==> config.mk <==
export PLATFORM = sky130hd
export DESIGN_NAME = stream_source
export DESIGN_NICKNAME = d
export VERILOG_FILES = /design/src/rtl/stream_source.sv
export SDC_FILE = /design/constraint.sdc
export NUM_CORES = 1
export LEC_CHECK = 0
export ABC_AREA = 0
export CAP_MARGIN = 10
export CELL_PAD_IN_SITES_DETAIL_PLACEMENT = 2
export CELL_PAD_IN_SITES_GLOBAL_PLACEMENT = 2
export CORE_UTILIZATION = 27
export DETAILED_ROUTE_END_ITERATION = 7
export PLACE_DENSITY_LB_ADDON = 0.1
export SYNTH_ARGS = -nofsm -noshare
export SYNTH_HDL_FRONTEND = slang
export SYNTH_SLANG_ARGS = --single-unit
==> constraint.sdc <==
create_clock -name clock -period 1.5 [get_ports clock]
set_input_delay 0.375 -clock clock [delete_from_list [all_inputs] [get_ports clock]]
set_output_delay 0.375 -clock clock [all_outputs]
set_load 0.01 [all_outputs]
==> src/rtl/stream_source.sv <==
// Stream source: buffers host pixels in a small FIFO, then emits one frame
// Ports: clock/n_rst, start, in_valid/in_pixel/in_ready, out_*, busy, done, underrun
module stream_source #(
  parameter int WIDTH       = -1,
  parameter int HEIGHT      = -1,
  parameter int W_WIDTH     = -1,
  parameter int W_HEIGHT    = -1,
  parameter int BIT_WIDTH   = -1,
  parameter int FIFO_DEPTH  = 16,
  parameter int PRIME_LEVEL = 16,
  localparam int PW     = (BIT_WIDTH > 0) ? BIT_WIDTH : 1,
  localparam int H_BITW = (W_WIDTH > 1) ? $clog2(W_WIDTH) : 1,
  localparam int V_BITW = (W_HEIGHT > 1) ? $clog2(W_HEIGHT) : 1
) (
  input  logic              clock,
  input  logic              n_rst,
  input  logic              start,
  input  logic              in_valid,
  input  logic [PW-1:0]     in_pixel,
  output logic              in_ready,
  output logic              out_enable,
  output logic [PW-1:0]     out_pixel,
  output logic [V_BITW-1:0] out_vcnt,
  output logic [H_BITW-1:0] out_hcnt,
  output logic              busy,
  output logic              done,
  output logic              underrun
);

  localparam int AW = (FIFO_DEPTH > 1) ? $clog2(FIFO_DEPTH) : 1;

  localparam logic [1:0] IDLE  = 2'd0;
  localparam logic [1:0] PRIME = 2'd1;
  localparam logic [1:0] RUN   = 2'd2;

  localparam logic [H_BITW-1:0] H_LAST = H_BITW'(W_WIDTH - 1);
  localparam logic [V_BITW-1:0] V_LAST = V_BITW'(W_HEIGHT - 1);
  localparam logic [H_BITW-1:0] H_ONE  = 1;
  localparam logic [V_BITW-1:0] V_ONE  = 1;
  localparam logic [AW:0]       P_ONE  = 1;

  logic [1:0]        state;
  logic [H_BITW-1:0] h;
  logic [V_BITW-1:0] v;

  logic [PW-1:0] mem [FIFO_DEPTH];
  logic [AW:0]   wr_ptr;
  logic [AW:0]   rd_ptr;
  logic [AW:0]   count;

  logic push;
  logic pop;
  logic empty;
  logic active;
  logic last;
  logic prime_hit;

  // Pointers carry one extra bit so a full FIFO is count == DEPTH.
  assign count    = wr_ptr - rd_ptr;
  assign empty    = (count == '0);
  assign busy     = (state != IDLE);
  assign in_ready = busy && !count[AW];
  assign push     = in_valid && in_ready;

  assign active = (state == RUN)
               && (int'(h) < WIDTH)
               && (int'(v) < HEIGHT);
  assign pop    = active && !empty;
  assign last   = (h == H_LAST) && (v == V_LAST);

  // Priming looks at occupancy including this cycle's push.
  assign prime_hit =
    (int'(count) + int'(push)) >= PRIME_LEVEL;

  always_ff @(posedge clock) begin
    if (push)
      mem[wr_ptr[AW-1:0]] <= in_pixel;
  end

  always_ff @(posedge clock or negedge n_rst) begin
    if (!n_rst) begin
      wr_ptr <= '0;
      rd_ptr <= '0;
    end else begin
      if (push)
        wr_ptr <= wr_ptr + P_ONE;
      if (pop)
        rd_ptr <= rd_ptr + P_ONE;
    end
  end

  always_ff @(posedge clock or negedge n_rst) begin
    if (!n_rst) begin
      state      <= IDLE;
      h          <= '0;
      v          <= '0;
      out_enable <= 1'b0;
      out_pixel  <= '0;
      out_hcnt   <= '0;
      out_vcnt   <= '0;
      done       <= 1'b0;
      underrun   <= 1'b0;
    end else begin
      out_enable <= 1'b0;
      out_pixel  <= '0;
      out_hcnt   <= '0;
      out_vcnt   <= '0;
      done       <= 1'b0;
      unique case (1'b1)
        (state == IDLE): begin
          if (start) begin
            state    <= PRIME;
            underrun <= 1'b0;
          end
        end
        (state == PRIME): begin
          if (prime_hit)
            state <= RUN;
        end
        (state == RUN): begin
          out_enable <= 1'b1;
          out_hcnt   <= h;
          out_vcnt   <= v;
          if (pop)
            out_pixel <= mem[rd_ptr[AW-1:0]];
          if (active && empty)
            underrun <= 1'b1;
          if (last) begin
            state <= IDLE;
            h     <= '0;
            v     <= '0;
            done  <= 1'b1;
          end else if (h == H_LAST) begin
            h <= '0;
            v <= v + V_ONE;
          end else begin
            h <= h + H_ONE;
          end
        end
        default: state <= IDLE;
      endcase
    end
  end

endmodule
# After elaboration in Yosys (flattened, before gate mapping)
# Cells that the tools add are included.
dict set report word_totals {
  regBits 13
  output_inout_bits 8
  wordCells 42
}
dict set report classes {
  n_addsub 4
  n_lt_le_gt_ge 1
  n_eq_ne 6
  n_mux 13
  bitwise_logic 2
  n_reduce_logical 8
}
# cell count
set ops {}
lappend ops {{$mux 1} 9}
lappend ops {{$add 5x1->6} 1}
lappend ops {{$ge 6x5->1 const B} 1}
lappend ops {{$mux 2} 3}
lappend ops {{$ne 2x2->1 const B} 3}
lappend ops {{$pmux 2 s3} 1}
lappend ops {{$add 5x1->5 const B} 1}
lappend ops {{$logic_and 1x1->1} 3}
lappend ops {{$reduce_and 3->1} 1}
lappend ops {{$add 1x1->1 const B} 2}
lappend ops {{$eq 2x1->1 const B} 1}
lappend ops {{$eq 2x2->1 const B} 1}
lappend ops {{$logic_not 2->1} 1}
lappend ops {{$ne 2x1->1 const B} 1}
lappend ops {{$not 1->1} 2}
lappend ops {{$reduce_and 2->1} 1}
lappend ops {{$reduce_bool 2->1} 1}
lappend ops {{$logic_not 1->1} 1}

# Depth between registers and ports, before layout
# Gate-level depths: netlist of run 1.
dict set report depth {
  word_depth 7
  ltp_mapped 3
}

# Worst setup path after synthesis of run 1
# No wires, ideal clock.
dict set report synth_timing {
  path_kind {register -> register}
  startpoint {register state[0]}
  endpoint {register state[1]}
  arrival_ns 1.039
  path_slack_ns 0.340
  path_stages_with_launch 4
  path_buffers 0
  period_less_slack_ns 1.160
  path_cell_list {dfrtp_1 > o21ba_4 > and4_4 > o211a_1}
}
dict set report synth_between {
  elab_chain_len 7
  elab_cells_between_ends 13
  classes_between {add/sub (1); order compare (1); eq/ne (5); mux (1); reduce/logical (5)}
}
# item line_no
set synth_lines {}
lappend synth_lines {{start, declared} 42} ;# logic [1:0] state;
lappend synth_lines {{start signal, assigned} 94} ;# state <= IDLE;
lappend synth_lines {{start signal, assigned} 112} ;# state <= PRIME;
lappend synth_lines {{start signal, assigned} 118} ;# state <= RUN;
lappend synth_lines {{$reduce_bool 2->1} 61} ;# assign busy = (state != IDLE);
lappend synth_lines {{$logic_and 1x1->1} 62} ;# assign in_ready = busy && !count[AW];
lappend synth_lines {{via in_ready} 20} ;# output logic in_ready,
lappend synth_lines {{$logic_and 1x1->1} 63} ;# assign push = in_valid && in_ready;
lappend synth_lines {{$add 5x1->6} 73} ;# (int'(count) + int'(push)) >= PRIME_LEVEL;
lappend synth_lines {{$ge 6x5->1} 73}
lappend synth_lines {{$ne 2x2->1 (no source line)} -}
lappend synth_lines {{$reduce_and 3->1 (no source line)} -}
# The timed path passes the listed nets, and every way through them passes these cells.
# A chain may end at the register's enable or synchronous reset.

# Final worst setup path of run 1
dict set report layout_timing {
  startpoint {register state[1]}
  endpoint {output busy}
}
dict set report layout_between {
  elab_chain_len 1
}
# item line_no
set layout_lines {}
lappend layout_lines {{$reduce_bool 2->1} 61}
lappend layout_lines {{end, declared} 25} ;# output logic busy,
# No other way between the ends.

==> flow_metrics.py, run 1 <==
metrics = {
    "route": {
        "ant_nets": 0,
        "via_per_inst": 4.50,
        "drc": 0,
        "wl_per_cell_um": 13.0,
        "drt_iter0_drc": 0,
        "via_count": 315,
        "totalWireLength_um": 908,
        "drt_pass1_iterations": 1,
    },
    "floorplanning": {
        "core_area_um2": 1510,
        "io_pins": 13,
        "die_w_um": 42.0,
        "dieArea_um2": 1770,
        "start_util_pct": 28.7,
        "chipHeight_um": 42.0,
        "rows": 14,
    },
    "clocking": {
        "clk_path_buf_depth": 2,
        "root_buffer": "clkbuf_4",
        "cts_buffers": 3,
        "clkTransAtPathRegs_ns": 0.06,
        "cts_sinks": 9,
        "insertion_delay_ns": 0.25,
        "hold_buffers": 0,
        "cts_max_level": 1,
        "cts_tree": "yes",
    },
    "global_route": {
        "antenna_found_initial": 0,
        "grt_pass1_wl_um": 1610,
        "grt_max_degree": 10,
        "overflow": 0,
        "track_usage_pct": 12.6,
        "grt_pass1_vias": 363,
    },
    "timing": {
        "slew_viol_final": 0,
        "max_freq_mhz": 699,
        "setup_violations": 0,
        "period_share_pct": 95.3,
        "rsz0062_at_grt": "no",
        "hold_viol": 0,
        "fin_worst_skew_ns": 0.000695,
        "fin_crit_ns": 1.43,
    },
    "critical_path": {
        "crit_arrival_ns": 1.05,
        "cp-end-kind": "primary output",
        "crit_fanout": 3,
        "timing_worst_setup_path_type": "reg -> out",
        "startpoint": "state[1]",
        "cp.required_ns": 1.12,
        "cp-start-kind": "flip-flop",
        "r2r-start": "state[1]",
        "ff2ff_path_depth": 4,
    },
    "yosys": {
        "ys_ff_latch": 9,
        "yosysSeqAreaShare_pct": 52.0,
        "synthDistinctLibCells": 17,
        "synth_area_um2": 433,
        "yosys_warnings": 0,
        "avgSynthCellArea_um2": 12.0,
        "postSynthCellCount": 36,
    },
    "pwr": {
        "ir_worst_vdd_v": 0.000757,
        "p_leak_nw": 0.334,
        "p_int_w": 0.000832,
        "p_sw_w": 0.000429,
        "power.share.clock_pct": 14.7,
        "power.total_w": 0.00126,
        "switching_share_pct": 34.0,
        "power_density_nw_per_um2": 2130,
        "power_frac_comb_pct": 50.2,
        "power_frac_seq_pct": 35.1,
    },
    "place": {
        "port_buffers": 7,
        "dp_hpwl_um": 704,
        "finalWeightedCongestion": 0.635,
        "placed_cells": 61,
    },
    "cells_and_area": {
        "fill_cells": 165,
        "diodes": 0,
        "layout.cells.most_common_list": "dfrtp_1 (9), buf_4 (8), conb_1 (4)",
        "synthToLayoutAreaGrowth_pct": 37.0,
        "drive_gt1_share_pct": 33.3,
        "finalNonFillerCells": 70,
        "finalNetCount": 61,
        "mostFrequentLayoutCell": "dfrtp_1",
    },
    "run": {
        "cap_violations": 0,
    },
    "hold_path": {
        "hold_class": "in -> async",
    },
    "run_status": {
        "status": "finished, final reports clean",
    },
}
==> final timing paths <==
kind	endpoint	slack, ns
max in group asynchronous	wr_ptr[2]	0.78
min	done	0.42
min reg2reg	wr_ptr[0]	0.51
max	busy	0.07
min in group clock	wr_ptr[0]	0.51
max reg2reg	state[1]	0.22
==> state kept, by name, summed over array words and instances (netlist names) <==
name and cells:
out_enable 1, done 1, state 2, wr_ptr 5
==> kinds of logic (layout without fill, tap and decap cells) <==
group	count (synthesis)	after routing	synth area share (%)
flip-flops	9	9	52.0
other	1	4	0.866
buffers and inverters	7	22	9.54
AND/OR/NAND/NOR	10	10	13.6
adder cells (fa/ha/maj)	1	1	2.89
XOR/XNOR	3	3	6.07
AO/OA/AOI/OAI	4	4	11.6
multiplexers	1	1	3.47
==> layout make-up <==
| class | count | area [µm²] | area share [%] |
|---|---|---|---|
| clock buffer | 4 | 26.3 | 4.43 |
| tap | 16 | 20.0 | 3.38 |
| inverter | 3 | 11.3 | 1.90 |
| multi-input combinational | 23 | 180 | 30.4 |
| sequential | 9 | 225 | 38.0 |
| timing repair buffer | 15 | 130 | 21.9 |
==> layer usage <==
metal / GRT usage, % / routed length [µm]
met1: 13.6 / 377
met2: 22.5 / 495
met3: 2.59 / 32
met4: 7.50 / 4
met5: 0 / 0
==> critical path, stage by stage (launching register included) <==
cell and delay [ns]:
dfrtp_1 0.41, nor2_2 0.13, inv_1 0.04, clkdlybuf4s15_1 0.22
==> repair_timing <==
item                                    in CTS  in global routing
gates resized for setup                      7                  2
pin swaps                                    2                  0
setup buffers                                5                  0
endpoints found under the setup margin       2                  2
==> power groups by stage <==
stage | sequential, W | clock, W | combinational (W)
floorplan | 0.000451 | 0 | 0.000321
global placement | 0.000443 | 0 | 0.000542
detailed placement | 0.000452 | 0 | 0.000564
CTS | 0.000446 | 0.000195 | 0.000649
global route | 0.000464 | 0.000209 | 0.000692
finish | 0.000443 | 0.000186 | 0.000633
==> per-stage QoR <==
step	setup TNS (ns)	hold slack, ns	instance area (µm²)	utilization (%)	setup slack [ns]
after floorplan	0	0.0794	444	-	0.340
after global placement	-0.0337	0.488	527	35.0	-0.0337
after detailed placement	-0.0476	0.506	527	35.0	-0.0476
after CTS	0	0.433	588	39.0	0.00343
after global routing	0	0.441	593	39.4	0.00612
final	0	0.423	593	39.4	0.0702
==> cells in the mapped netlist <==
master | n | area share [%]
nor2_1 | 3 | 2.6
buf_4 | 4 | 6.9
conb_1 | 1 | 0.87
o21bai_1 | 1 | 1.7
dfrtp_1 | 9 | 52
xnor2_1 | 3 | 6.1
o21ba_4 | 1 | 3.8
nand2_4 | 1 | 2.6
o211a_1 | 1 | 2.3
o41ai_2 | 1 | 3.8
nand3_1 | 3 | 3.5
nand2_1 | 1 | 0.87
and4_4 | 1 | 2.6
and3_1 | 1 | 1.4
ha_1 | 1 | 2.9
mux2_4 | 1 | 3.5
inv_1 | 3 | 2.6
Power figures use the tool's default switching activity.
==> run 2, diff against run 1 <==
--- a/config.mk
+++ b/config.mk
@@ -9,7 +9,8 @@
 export CAP_MARGIN = 10
 export CELL_PAD_IN_SITES_DETAIL_PLACEMENT = 2
 export CELL_PAD_IN_SITES_GLOBAL_PLACEMENT = 2
-export CORE_UTILIZATION = 27
+export CORE_UTILIZATION = 29
+export CTS_BUF_LIST = sky130_fd_sc_hd__clkbuf_4 sky130_fd_sc_hd__clkbuf_8
 export DETAILED_ROUTE_END_ITERATION = 7
 export PLACE_DENSITY_LB_ADDON = 0.1
 export SYNTH_ARGS = -nofsm -noshare
==> run 2 against run 1 <==
Compared with the run above: sequential power about the same; combinational power rose by 0.6%; final cell count fell by 2.9%.
==> flow_metrics.py, run 2 (synthesis results as in run 1) <==
metrics = {
    "run_status": {
        "status": "finished, final reports clean",
    },
    "cells_and_area": {
        "regMostFlops": "wr_ptr",
        "fill_cells": 146,
        "post-route-util_pct": 43.4,
        "synthToLayoutAreaGrowth_pct": 35.3,
        "finalNetCount": 60,
        "drive_gt1_share_pct": 35.8,
        "mostFrequentLayoutCell": "dfrtp_1",
        "diodes": 0,
        "largest_reg_flops": 5,
        "design_area_um2": 586,
        "layout.cells.most_common_list": "dfrtp_1 (9), buf_4 (6), conb_1 (4), clkbuf_4 (4)",
        "top_regs": "wr_ptr (5), state (2)",
        "finalNonFillerCells": 68,
    },
    "route": {
        "totalWireLength_um": 924,
        "drt_iter0_drc": 3,
        "drt_pass1_iterations": 3,
        "wl_per_cell_um": 13.6,
        "drc": 0,
        "via_per_inst": 4.65,
        "ant_nets": 0,
        "via_count": 316,
    },
    "critical_path": {
        "cp_cell_sequence": "buf_6 > o21ba_4 > buf_6",
        "crit_path_frequent_cell": "buf_6",
        "path_delay_family": "flip-flops",
        "cp-end-kind": "primary output",
        "cp.required_ns": 1.12,
        "timing_worst_setup_path_type": "reg -> out",
        "cp_num_buf_inv": 2,
        "crit_fanout": 3,
        "cp_slowest_stage_delay_ns": 0.40,
        "crit_path_top_delay_cell": "dfrtp_1",
        "cp-start-kind": "flip-flop",
        "crit_arrival_ns": 1.10,
    },
    "timing": {
        "post-route-worst-setup-slack_ns": 0.0247,
        "setup_violations": 0,
        "slew_viol_final": 0,
        "fin_crit_ns": 1.48,
        "fin_worst_skew_ns": 0.00577,
        "hold_viol": 0,
        "max_freq_mhz": 678,
        "rsz0062_at_grt": "yes",
        "period_share_pct": 98.4,
    },
    "place": {
        "placed_cells": 61,
        "dp_hpwl_um": 700,
        "finalWeightedCongestion": 0.678,
        "port_buffers": 7,
        "pre_cts_ws_ns": 0.0105,
        "place_area_um2": 533,
    },
    "pwr": {
        "power_density_nw_per_um2": 2200,
        "ir_worst_vdd_v": 0.000712,
        "p_leak_nw": 0.308,
        "power.total_w": 0.00129,
    },
    "global_route": {
        "overflow": 0,
        "grt_pass1_vias": 355,
        "track_usage_pct": 15.6,
        "grt_pass1_wl_um": 1520,
        "antenna_found_initial": 0,
        "grt_max_degree": 10,
    },
    "clocking": {
        "hold_buffers": 0,
        "root_buffer": "clkbuf_4",
        "cts_buffers": 3,
        "cts_tree": "yes",
        "clk_path_buf_depth": 2,
        "insertion_delay_ns": 0.26,
        "cts_max_level": 1,
        "clkTransAtPathRegs_ns": 0.06,
        "cts_sinks": 9,
    },
    "floorplanning": {
        "core_area_um2": 1350,
        "dieArea_um2": 1650,
        "rows": 13,
        "chipHeight_um": 40.6,
        "start_util_pct": 32.1,
        "die_w_um": 40.6,
        "io_pins": 13,
    },
    "run": {
        "cap_violations": 0,
    },
    "hold_path": {
        "hold_class": "in -> async",
    },
}
## run 2: changes by cell type in the layout (fill, tap and decap cells not counted), moves of 2 or more
| cell | delta |
|---|---|
| dlymetal6s2s_1 | -2 |
| buf_6 | +2 |
| buf_4 | -2 |
| dlygate4sd2_1 | +2 |
## run 2: layout make-up
class | count | area (µm²) | share of cell area [%]
clock buffers | 4 | 30.0 | 5.13
inverters | 3 | 11.3 | 1.92
multi-input cells | 23 | 180 | 30.8
flip-flops and latches | 9 | 225 | 38.5
well taps | 15 | 18.8 | 3.21
repair buffers | 14 | 120 | 20.5
## run 2: where the power goes
| group | internal (W) | leakage, nW | switching, W |
|---|---|---|---|
| Combinational | 0.000372 | 0.177 | 0.000265 |
| Clock | 0.000121 | 0.0184 | 0.0000885 |
| Sequential | 0.000355 | 0.112 | 0.0000883 |
## run 2: repair_timing
item	4_1_cts	5_1_grt
setup buffers	3	0
setup endpoints to repair	4	2
gates resized for setup	11	2
pin swaps	0	0
## run 2: stage by stage
| step | TNS (ns) | hold slack [ns] |
|---|---|---|
| 6_report | 0 | 0.408 |
| 4_1_cts | 0 | 0.416 |
| 3_5_place_dp | 0 | 0.499 |
| 5_1_grt | -0.0401 | 0.412 |
| 2_1_floorplan | 0 | 0.0794 |
| 3_3_place_gp | 0 | 0.486 |
## run 2: final timing paths
| check | startpoint | end | slack [ns] | depth (start not counted) |
|---|---|---|---|---|
| setup / recovery | state[1] | in_ready | 0.02 | 3 |
| hold / removal | n_rst | done | 0.41 | 1 |
| setup reg to reg | state[1] | state[1] | 0.13 | 5 |
| hold reg to reg | wr_ptr[0] | wr_ptr[0] | 0.51 | 1 |
| max in group asynchronous | n_rst | wr_ptr[3] | 0.80 | 1 |
| min in group clock | wr_ptr[0] | wr_ptr[0] | 0.51 | 1 |
## run 2: metal layers
| metal | track usage, % | wire, µm | vias to the layer above |
|---|---|---|---|
| met5 | 0 | 0 | - |
| met4 | 5.00 | 0 | 0 |
| met3 | 9.78 | 49 | 0 |
| met2 | 28.2 | 550 | 12 |
| met1 | 14.0 | 324 | 159 |
| li1 | - | - | 145 |
## run 2: worst reg2reg max path: cells and delay by family (launching register included)
kind	cells	cell delay, ns
flip-flops	1	0.40
AO/OA/AOI/OAI	2	0.39
buffers and inverters	2	0.28
AND/OR/NAND/NOR	1	0.18
==> run 3, diff against run 2 <==
--- a/config.mk
+++ b/config.mk
@@ -13,6 +13,7 @@
 export CTS_BUF_LIST = sky130_fd_sc_hd__clkbuf_4 sky130_fd_sc_hd__clkbuf_8
 export DETAILED_ROUTE_END_ITERATION = 7
 export PLACE_DENSITY_LB_ADDON = 0.1
+export SETUP_SLACK_MARGIN = 0.3
 export SYNTH_ARGS = -nofsm -noshare
 export SYNTH_HDL_FRONTEND = slang
 export SYNTH_SLANG_ARGS = --single-unit
==> run 3 against run 2 <==
Compared with the run above: largest cell class unchanged; final cell count up 4.4%; sequential power up 3%; critical path type unchanged; setup slack worse by 0.014 ns; sequential share of layout area down 4.1 points; design area up 12%; power up 18%; via count up 4.4%; first-iteration DRC count down 33%; flip-flop and latch count unchanged.
==> flow_metrics.py, run 3 (synthesis results as in run 1) <==
metrics = {
    "run": {
        "cap_violations": 0,
    },
    "critical_path": {
        "cp.required_ns": 1.12,
        "cp-end-kind": "primary output",
        "r2r_slack_ns": 0.03,
        "r2r_end": "state[1]",
        "r2r-start": "state[1]",
        "cp-start-kind": "flip-flop",
        "crit_arrival_ns": 1.11,
        "timing_worst_setup_path_type": "reg -> out",
        "crit_fanout": 2,
        "ff2ff_path_depth": 6,
    },
    "cells_and_area": {
        "regMostFlops": "wr_ptr",
        "layout.cells.most_common_list": "dfrtp_1 (9), buf_4 (6), buf_6 (5)",
        "synthToLayoutAreaGrowth_pct": 51.4,
        "design_area_um2": 656,
        "finalNetCount": 63,
        "post-route-util_pct": 48.6,
        "top_regs": "wr_ptr (5), state (2)",
        "fill_cells": 141,
        "finalNonFillerCells": 71,
        "mostFrequentLayoutCell": "dfrtp_1",
        "drive_gt1_share_pct": 50.0,
        "largest_reg_flops": 5,
        "diodes": 0,
    },
    "floorplanning": {
        "start_util_pct": 32.1,
        "die_w_um": 40.6,
        "dieArea_um2": 1650,
        "chipHeight_um": 40.6,
        "io_pins": 13,
        "core_area_um2": 1350,
        "rows": 13,
    },
    "place": {
        "finalWeightedCongestion": 0.678,
        "placed_cells": 61,
        "dp_hpwl_um": 700,
        "place_area_um2": 533,
        "port_buffers": 7,
    },
    "route": {
        "drc": 0,
        "via_count": 330,
        "ant_nets": 0,
        "drt_iter0_drc": 2,
        "drt_pass1_iterations": 2,
        "totalWireLength_um": 1100,
        "wl_per_cell_um": 15.4,
        "via_per_inst": 4.65,
    },
    "clocking": {
        "cts_sinks": 9,
        "root_buffer": "clkbuf_4",
        "insertion_delay_ns": 0.27,
        "clk_path_buf_depth": 2,
        "cts_tree": "yes",
        "clkTransAtPathRegs_ns": 0.07,
        "cts_max_level": 1,
        "cts_buffers": 3,
        "hold_buffers": 0,
    },
    "timing": {
        "fin_setup_tns_ns": 0,
        "fin_crit_ns": 1.49,
        "slew_viol_final": 0,
        "max_freq_mhz": 671,
        "rsz0062_at_grt": "yes",
        "period_share_pct": 99.3,
        "setup_violations": 0,
        "fin_worst_skew_ns": 0.000662,
        "hold_viol": 0,
    },
    "run_status": {
        "status": "finished, final reports clean",
    },
    "pwr": {
        "ir_worst_vdd_v": 0.000803,
        "power_density_nw_per_um2": 2310,
        "p_leak_nw": 0.338,
    },
    "global_route": {
        "antenna_found_initial": 0,
        "grt_max_degree": 10,
        "grt_pass1_wl_um": 1540,
        "track_usage_pct": 16.5,
        "grt_pass1_vias": 346,
        "overflow": 0,
    },
    "hold_path": {
        "hold_class": "in -> async",
    },
}
-- run 3: changes by cell type in the layout (fill, tap and decap cells not counted), moves of 2 or more --
cell | previous run | this run
xnor2_1 | 3 | 1
dlygate4sd2_1 | 2 | 0
buf_6 | 2 | 5
xnor2_2 | 0 | 2
buf_2 | 1 | 3
nand3_1 | 3 | 1
-- run 3: final cells by class --
type | instances | area [µm²] | area share [%]
repair buffers | 17 | 146 | 22.3
multi-input cells | 23 | 224 | 34.2
inverters | 3 | 11.3 | 1.72
clock buffers | 4 | 30.0 | 4.58
well taps | 15 | 18.8 | 2.86
flip-flops and latches | 9 | 225 | 34.4
-- run 3: stage by stage --
stage | hold slack, ns | power (W) | setup slack, ns
3_5_place_dp | 0.499 | 0.00105 | 0.0105
5_1_grt | 0.416 | 0.00162 | -0.0239
6_report | 0.397 | 0.00152 | 0.0102
3_3_place_gp | 0.486 | 0.00100 | 0.0204
2_1_floorplan | 0.0794 | 0.000772 | 0.340
4_1_cts | 0.416 | 0.00133 | 0.0366
-- run 3: where the power goes --
| part | internal [W] | switching, W | total, W |
|---|---|---|---|
| logic | 0.000502 | 0.000339 | 0.000840 |
| clock network | 0.000121 | 0.000100 | 0.000222 |
| registers | 0.000355 | 0.000101 | 0.000456 |
| total | 0.000978 | 0.000540 | 0.00152 |
-- run 3: worst max path at each step --
stage,endpoint,cells past startpoint,slack [ns],startpoint
CTS,in_ready,3,0.04,state[1]
floorplan,state[1],3,0.34,state[0]
finish,in_ready,3,0.01,state[1]
global route,in_ready,3,-0.02,state[1]
detailed placement,in_ready,2,0.01,wr_ptr[4]
global placement,in_ready,2,0.02,wr_ptr[4]
-- run 3: critical path: stages (launching register included) --
cell and delay [ns]:
dfrtp_1 0.40, buf_6 0.13, o21ba_4 0.19, buf_6 0.12
-- run 3: metal layers --
metal | vias up | routed length (µm) | track usage (%)
met2 | 14 | 638 | 28.6
met3 | 2 | 55 | 9.78
li1 | 151 | - | -
met5 | - | 0 | 0
met4 | 0 | 17 | 10.0
met1 | 163 | 384 | 14.3
-- run 3: timing repair --
| action | CTS | global route |
|---|---|---|
| resized for setup | 19 | 9 |
| setup endpoints to repair | 7 | 9 |
| setup buffers | 4 | 2 |
| pin swaps | 0 | 2 |
